$ cat config.mk
export PLATFORM = sky130hd
export DESIGN_NAME = backprop_step_flat
export DESIGN_NICKNAME = d
export VERILOG_FILES = /design/src/rtl/backprop_step_if.sv /design/src/rtl/backprop_step.sv /design/src/flat_wrapper.sv
export SDC_FILE = /design/constraint.sdc
export NUM_CORES = 1
export LEC_CHECK = 0
export ABC_AREA = 1
export BUFFER_PORTS_ARGS = -buffer_cell sky130_fd_sc_hd__buf_4
export CAP_MARGIN = 20
export CORE_ASPECT_RATIO = 2
export CORE_MARGIN = 10
export CORE_UTILIZATION = 55
export CTS_BUF_LIST = sky130_fd_sc_hd__clkbuf_8
export CTS_CLUSTER_DIAMETER = 150
export CTS_CLUSTER_SIZE = 14
export DETAILED_ROUTE_END_ITERATION = 8
export PLACE_DENSITY = 0.77
export SLEW_MARGIN = 20
export SYNTH_ARGS = -nofsm -noshare
export SYNTH_HDL_FRONTEND = slang
export SYNTH_SLANG_ARGS = --single-unit
$ cat constraint.sdc
create_clock -name clk -period 10.6 [get_ports clk]
set_input_delay 2.12 -clock clk [delete_from_list [all_inputs] [get_ports clk]]
set_output_delay 2.12 -clock clk [all_outputs]
set_load 0.02 [all_outputs]
$ cat src/rtl/backprop_step_if.sv
// Handshake and data bundle between the derivative stage, backprop_step and its consumer.
// Combinational only. The bundle has no state and no latency of its own.
// The input side uses in_valid/in_ready and the output side uses out_valid/out_ready. Each vector packs element i at [i*data_size +: data_size].
interface backprop_step_if #(
    parameter int size      = 3,
    parameter int data_size = 16
);
    localparam int VW = size * data_size;

    logic          in_valid;
    logic          in_ready;
    logic [VW-1:0] diff_cost;
    logic [VW-1:0] diff_to_all;
    logic [VW-1:0] diff_start;
    logic [VW-1:0] diff_dense;
    logic          out_valid;
    logic          out_ready;
    logic [VW-1:0] delta_out;
    logic [VW-1:0] grad_out;
    logic [VW-1:0] err_out;

    // The upstream stage or the bench drives the inputs and consumes the results.
    modport master (
        output in_valid, diff_cost, diff_to_all, diff_start, diff_dense, out_ready,
        input  in_ready, out_valid, delta_out, grad_out, err_out
    );

    // The backprop_step side of the bundle.
    modport slave (
        input  in_valid, diff_cost, diff_to_all, diff_start, diff_dense, out_ready,
        output in_ready, out_valid, delta_out, grad_out, err_out
    );
endinterface

$ cat src/rtl/backprop_step.sv
// Backward-pass step: per element, delta = cost*act', grad = delta*x and err = delta*w. One shared fixed-point multiplier computes all three.
// Latency: 3*size+1 cycles from the input handshake to out_valid, counting the handshake edge. The stage takes one vector set every 3*size+2 cycles.
// Backpressure: in_ready is high only in IDLE. Results stay on the outputs while out_valid is high and out_ready is low.
// Ports: clk and reset are a rising-edge clock and a synchronous active-high reset. bus is the slave modport carrying the input vectors, the results and both handshakes.
module backprop_step #(
    parameter int size      = 3,
    parameter int data_size = 16,
    parameter int frac_bits = 8
) (
    input  logic            clk,
    input  logic            reset,
    backprop_step_if.slave  bus
);
    localparam int DW = data_size;
    localparam int VW = size * data_size;
    localparam int IW = (size > 1) ? $clog2(size) : 1;

    // Saturation bounds expressed at full product width
    localparam logic signed [2*DW-1:0] SAT_MAX = {{(DW+1){1'b0}}, {(DW-1){1'b1}}};
    localparam logic signed [2*DW-1:0] SAT_MIN = ~SAT_MAX;

    typedef enum logic [2:0] {IDLE, MUL_DELTA, MUL_GRAD, MUL_ERR, DONE} state_t;

    state_t        state_q, state_d;
    logic [IW-1:0] idx_q, idx_d;
    logic [VW-1:0] cost_q, cost_d, act_q, act_d, start_q, start_d, dense_q, dense_d;
    logic [VW-1:0] delta_q, delta_d, grad_q, grad_d, err_q, err_d;

    logic signed [DW-1:0]   op_a, op_b;
    logic signed [2*DW-1:0] prod, shifted;
    logic        [DW-1:0]   fx_res;

    // The current state selects the operands of the single multiplier.
    // MUL_GRAD and MUL_ERR take delta from its register, so they use the saturated value.
    always_comb begin
        op_a = '0;
        op_b = '0;
        case (state_q)
            MUL_DELTA: begin
                op_a = cost_q[idx_q*DW +: DW];
                op_b = act_q[idx_q*DW +: DW];
            end
            MUL_GRAD: begin
                op_a = delta_q[idx_q*DW +: DW];
                op_b = start_q[idx_q*DW +: DW];
            end
            MUL_ERR: begin
                op_a = delta_q[idx_q*DW +: DW];
                op_b = dense_q[idx_q*DW +: DW];
            end
            default: ;
        endcase
    end

    // The arithmetic shift floors the quotient, so -1*1 gives -1 and not 0.
    assign prod    = op_a * op_b;
    assign shifted = prod >>> frac_bits;
    assign fx_res  = (shifted > SAT_MAX) ? SAT_MAX[DW-1:0] :
                     (shifted < SAT_MIN) ? SAT_MIN[DW-1:0] : shifted[DW-1:0];

    always_comb begin
        state_d = state_q;
        idx_d   = idx_q;
        cost_d  = cost_q;
        act_d   = act_q;
        start_d = start_q;
        dense_d = dense_q;
        delta_d = delta_q;
        grad_d  = grad_q;
        err_d   = err_q;
        case (state_q)
            IDLE: begin
                if (bus.in_valid) begin
                    cost_d  = bus.diff_cost;
                    act_d   = bus.diff_to_all;
                    start_d = bus.diff_start;
                    dense_d = bus.diff_dense;
                    idx_d   = '0;
                    state_d = MUL_DELTA;
                end
            end
            MUL_DELTA: begin
                delta_d[idx_q*DW +: DW] = fx_res;
                state_d = MUL_GRAD;
            end
            MUL_GRAD: begin
                grad_d[idx_q*DW +: DW] = fx_res;
                state_d = MUL_ERR;
            end
            MUL_ERR: begin
                err_d[idx_q*DW +: DW] = fx_res;
                if (idx_q == IW'(size - 1)) begin
                    state_d = DONE;
                end else begin
                    idx_d   = idx_q + 1'b1;
                    state_d = MUL_DELTA;
                end
            end
            DONE: begin
                if (bus.out_ready) state_d = IDLE;
            end
            default: state_d = IDLE;
        endcase
    end

    always_ff @(posedge clk) begin
        if (reset) begin
            state_q <= IDLE;
            idx_q   <= '0;
            cost_q  <= '0;
            act_q   <= '0;
            start_q <= '0;
            dense_q <= '0;
            delta_q <= '0;
            grad_q  <= '0;
            err_q   <= '0;
        end else begin
            state_q <= state_d;
            idx_q   <= idx_d;
            cost_q  <= cost_d;
            act_q   <= act_d;
            start_q <= start_d;
            dense_q <= dense_d;
            delta_q <= delta_d;
            grad_q  <= grad_d;
            err_q   <= err_d;
        end
    end

    assign bus.in_ready  = (state_q == IDLE);
    assign bus.out_valid = (state_q == DONE);
    assign bus.delta_out = delta_q;
    assign bus.grad_out  = grad_q;
    assign bus.err_out   = err_q;
endmodule

$ cat src/flat_wrapper.sv
// flat-port wrapper written by rule: the top's interface ports become plain ports
module backprop_step_flat 
#(
    parameter int size      = 3,
    parameter int data_size = 16,
    parameter int frac_bits = 8
)
  (clk, reset, bus_in_valid, bus_diff_cost, bus_diff_to_all, bus_diff_start, bus_diff_dense, bus_out_ready, bus_in_ready, bus_out_valid, bus_delta_out, bus_grad_out, bus_err_out);
  backprop_step_if #(.size(size), .data_size(data_size)) bus_i ();
  input  logic clk;
  input  logic reset;
  input wire logic [$bits(bus_i.in_valid)-1:0] bus_in_valid;
  input wire logic [$bits(bus_i.diff_cost)-1:0] bus_diff_cost;
  input wire logic [$bits(bus_i.diff_to_all)-1:0] bus_diff_to_all;
  input wire logic [$bits(bus_i.diff_start)-1:0] bus_diff_start;
  input wire logic [$bits(bus_i.diff_dense)-1:0] bus_diff_dense;
  input wire logic [$bits(bus_i.out_ready)-1:0] bus_out_ready;
  output wire logic [$bits(bus_i.in_ready)-1:0] bus_in_ready;
  output wire logic [$bits(bus_i.out_valid)-1:0] bus_out_valid;
  output wire logic [$bits(bus_i.delta_out)-1:0] bus_delta_out;
  output wire logic [$bits(bus_i.grad_out)-1:0] bus_grad_out;
  output wire logic [$bits(bus_i.err_out)-1:0] bus_err_out;
  assign bus_i.in_valid = bus_in_valid;
  assign bus_i.diff_cost = bus_diff_cost;
  assign bus_i.diff_to_all = bus_diff_to_all;
  assign bus_i.diff_start = bus_diff_start;
  assign bus_i.diff_dense = bus_diff_dense;
  assign bus_i.out_ready = bus_out_ready;
  assign bus_in_ready = bus_i.in_ready;
  assign bus_out_valid = bus_i.out_valid;
  assign bus_delta_out = bus_i.delta_out;
  assign bus_grad_out = bus_i.grad_out;
  assign bus_err_out = bus_i.err_out;
  backprop_step #(.size(size), .data_size(data_size), .frac_bits(frac_bits)) u_core (.clk(clk), .reset(reset), .bus(bus_i));
endmodule
==> out/results.ini <==
[detailed_routing]
drt_iter0_drc = 2111
routed.top_layer = met4
postRouteAntennaNets = 0
routed_wl_mm = 96.6
viasPerCell = 5.90
via_count = 23100
post_drt_wl_per_cell_um = 24.7
wl_met2_mm = 50.1
wl_met3_mm = 6.14
drc = 0
met1_length_mm = 31.2
dr.pass1.iters = 6

[power]
p_leak_nw = 12.8
ir_worst_vdd_mv = 0.138
power_density_nw_per_um2 = 177

[placed_design]
port_buffers = 341
place_ws_ns = 0.748
globalplace.congestion = 1.10
dp_hpwl_mm = 77.2
place_inst = 3878

[grt]
grt_max_degree = 109
grt_pass1_wl_mm = 144
grt_pass1_vias = 24000
track_usage = 0.353
overflow = 0
antenna_found_initial = 1

[synthesis]
ys_ff_latch = 341
yosysTopAreaCell = dfxtp_1
synthTopCellsByArea = dfxtp_1 28%, fa_1 22%, a21oi_1 8.7%
ys_seq_area_frac = 0.282
avgSynthCellArea_um2 = 7.76
ys_warn_count = 0
post-synth-top-area-fraction = 0.282
syn_nets = 3656
syn-cell-area_um2 = 24200
ys.flop_type = dfxtp_1
netlist-cell-type-count = 45
syn_inst = 3116
synth_edf_count = 0
synthArstFlopShare = 0

[clock_tree]
clk_pin_slew_ns = 0.09
cts.hold.buffers_added = 0
post-cts-setup-buffers = 0
cts_sinks = 341
htreeDepth = 1
clock_path_buffers = 3
clk_latency_ns = 0.62
cts_buffers = 28
cts_tree = done
ctsResizeCount = 0
cts_root_buf = clkbuf_8

[setup_path]
cp_data_arrival_time_ns = 10.35
cpMostUsedCell = nand2_1
start_kind = flop
path_class = reg2reg
slowest_delay_ns = 0.75
slowest_stage = fa_1
critical_path.max_fanout = 28
crit_required_ns = 11.05
crit_path_end_kind = flop

[floorplanning]
coreArea_um2 = 43500
die-width_um = 168
die_y_um = 317
die_area_um2 = 53300
num_rows = 108
pin_count = 342
start_util = 0.556

[timing]
finalHoldViolCount = 0
setup_tns_ns = 0
grt_setup_unrepaired = false
period_needed_ns = 9.90
tightestPinTransition_ns = 1.06
fin_skew_ns = 0.0407
slew_viol_final = 0
slew_headroom = 0.292
timing.fmax_mhz = 101
post-route-period-util = 0.934
fin_ws_ns = 0.704
setup_viol = 0

[finish]
final_cell_mix = 476 x inv_1, 422 x a21oi_1, 411 x nand2_1, 399 x buf_4, 340 x dfxtp_1
layout.nets = 3898
stdcell_count = 3909
final_core_util = 0.636
final_common_cell = inv_1
syn2layout_area_growth_pct = 14.3
post_route_cells_drive_above_1_share = 0.153

[job]
cap_violations = 0

[worst_hold_path]
hold_path.class = reg2reg

[outcome]
status = finished clean

## layer usage
| layer | GRT usage | up-vias |
|---|---|---|
| met3 | 0.0502 | 349 |
| met4 | 0.284 | 0 |
| met1 | 0.355 | 11100 |
| met5 | 0 | - |
| li1 | - | 10400 |
| met2 | 0.637 | 1156 |
## layout make-up
class / count / area, µm²
antenna: 1 / 2.50
clock buffer: 29 / 399
clock inverter: 1 / 11.3
fill: 3941 / 15800
inverter: 491 / 1850
multi-input combinational: 2095 / 14900
sequential: 341 / 6830
tap: 550 / 688
timing repair buffer: 401 / 3030
## sequential cells by signal (all words and copies together), names as in the netlist
name                  count
u_core.cost_q            48
u_core.bus.delta_out     48
u_core.bus.err_out       48
u_core.bus.grad_out      48
u_core.state_q            3
u_core.act_q             48
u_core.dense_q           48
u_core.idx_q              2
u_core.start_q           48
## critical path: cells and delay by family, from the launching register on
| kind | cells | cell delay [ns] |
|---|---|---|
| compound gates | 9 | 1.90 |
| fa+ha+maj | 7 | 3.71 |
| buf+inv | 7 | 1.42 |
| flops | 1 | 0.40 |
| simple gates | 14 | 2.30 |
## power breakdown
group	switching (mW)	internal (mW)
sequential	0.0692	1.38
clock	0.420	0.246
combinational	1.90	0.882
total	2.38	2.51
## cells by family after synthesis
logic type,count (synthesis),synth area share
simple gates,908,0.163
compound gates,817,0.180
xor+xnor,26,0.00941
flops,341,0.282
buf+inv,680,0.107
fa+ha+maj,344,0.259
## synthesized netlist by cell type, types with 15 or more instances
| cell | number |
|---|---|
| nor2_1 | 257 |
| o221ai_1 | 15 |
| nand3_1 | 160 |
| clkbuf_1 | 173 |
| fa_1 | 262 |
| o21ai_0 | 291 |
| o211ai_1 | 22 |
| nand3_2 | 22 |
| nand2_2 | 25 |
| xor2_1 | 18 |
| inv_1 | 478 |
| nand2_1 | 412 |
| a21oi_1 | 422 |
| ha_1 | 82 |
| o22ai_1 | 25 |
| dfxtp_1 | 341 |
## path summary, 6_finish.rpt
check	cells past startpoint	slack (ns)	to	from
worst max register to register	37	0.70	u_core.bus.err_out[1]	u_core.state_q[2]
worst min-delay path	2	0.46	u_core.dense_q[9]	u_core.dense_q[9]
worst min register to register	2	0.46	u_core.dense_q[9]	u_core.dense_q[9]
worst max-delay path	37	0.70	u_core.bus.err_out[1]	u_core.state_q[2]
## metrics by stage
step | power [mW] | hold slack (ns) | cell area, µm²
after global placement | 4.17 | 0.435 | 27200
after CTS | 4.85 | 0.456 | 27600
after global routing | 5.18 | 0.468 | 27700
after floorplan | 3.22 | 0.425 | 24200
final | 4.89 | 0.458 | 27700
after detailed placement | 4.19 | 0.442 | 27200
Note: power is estimated with default switching activity, not from simulation.
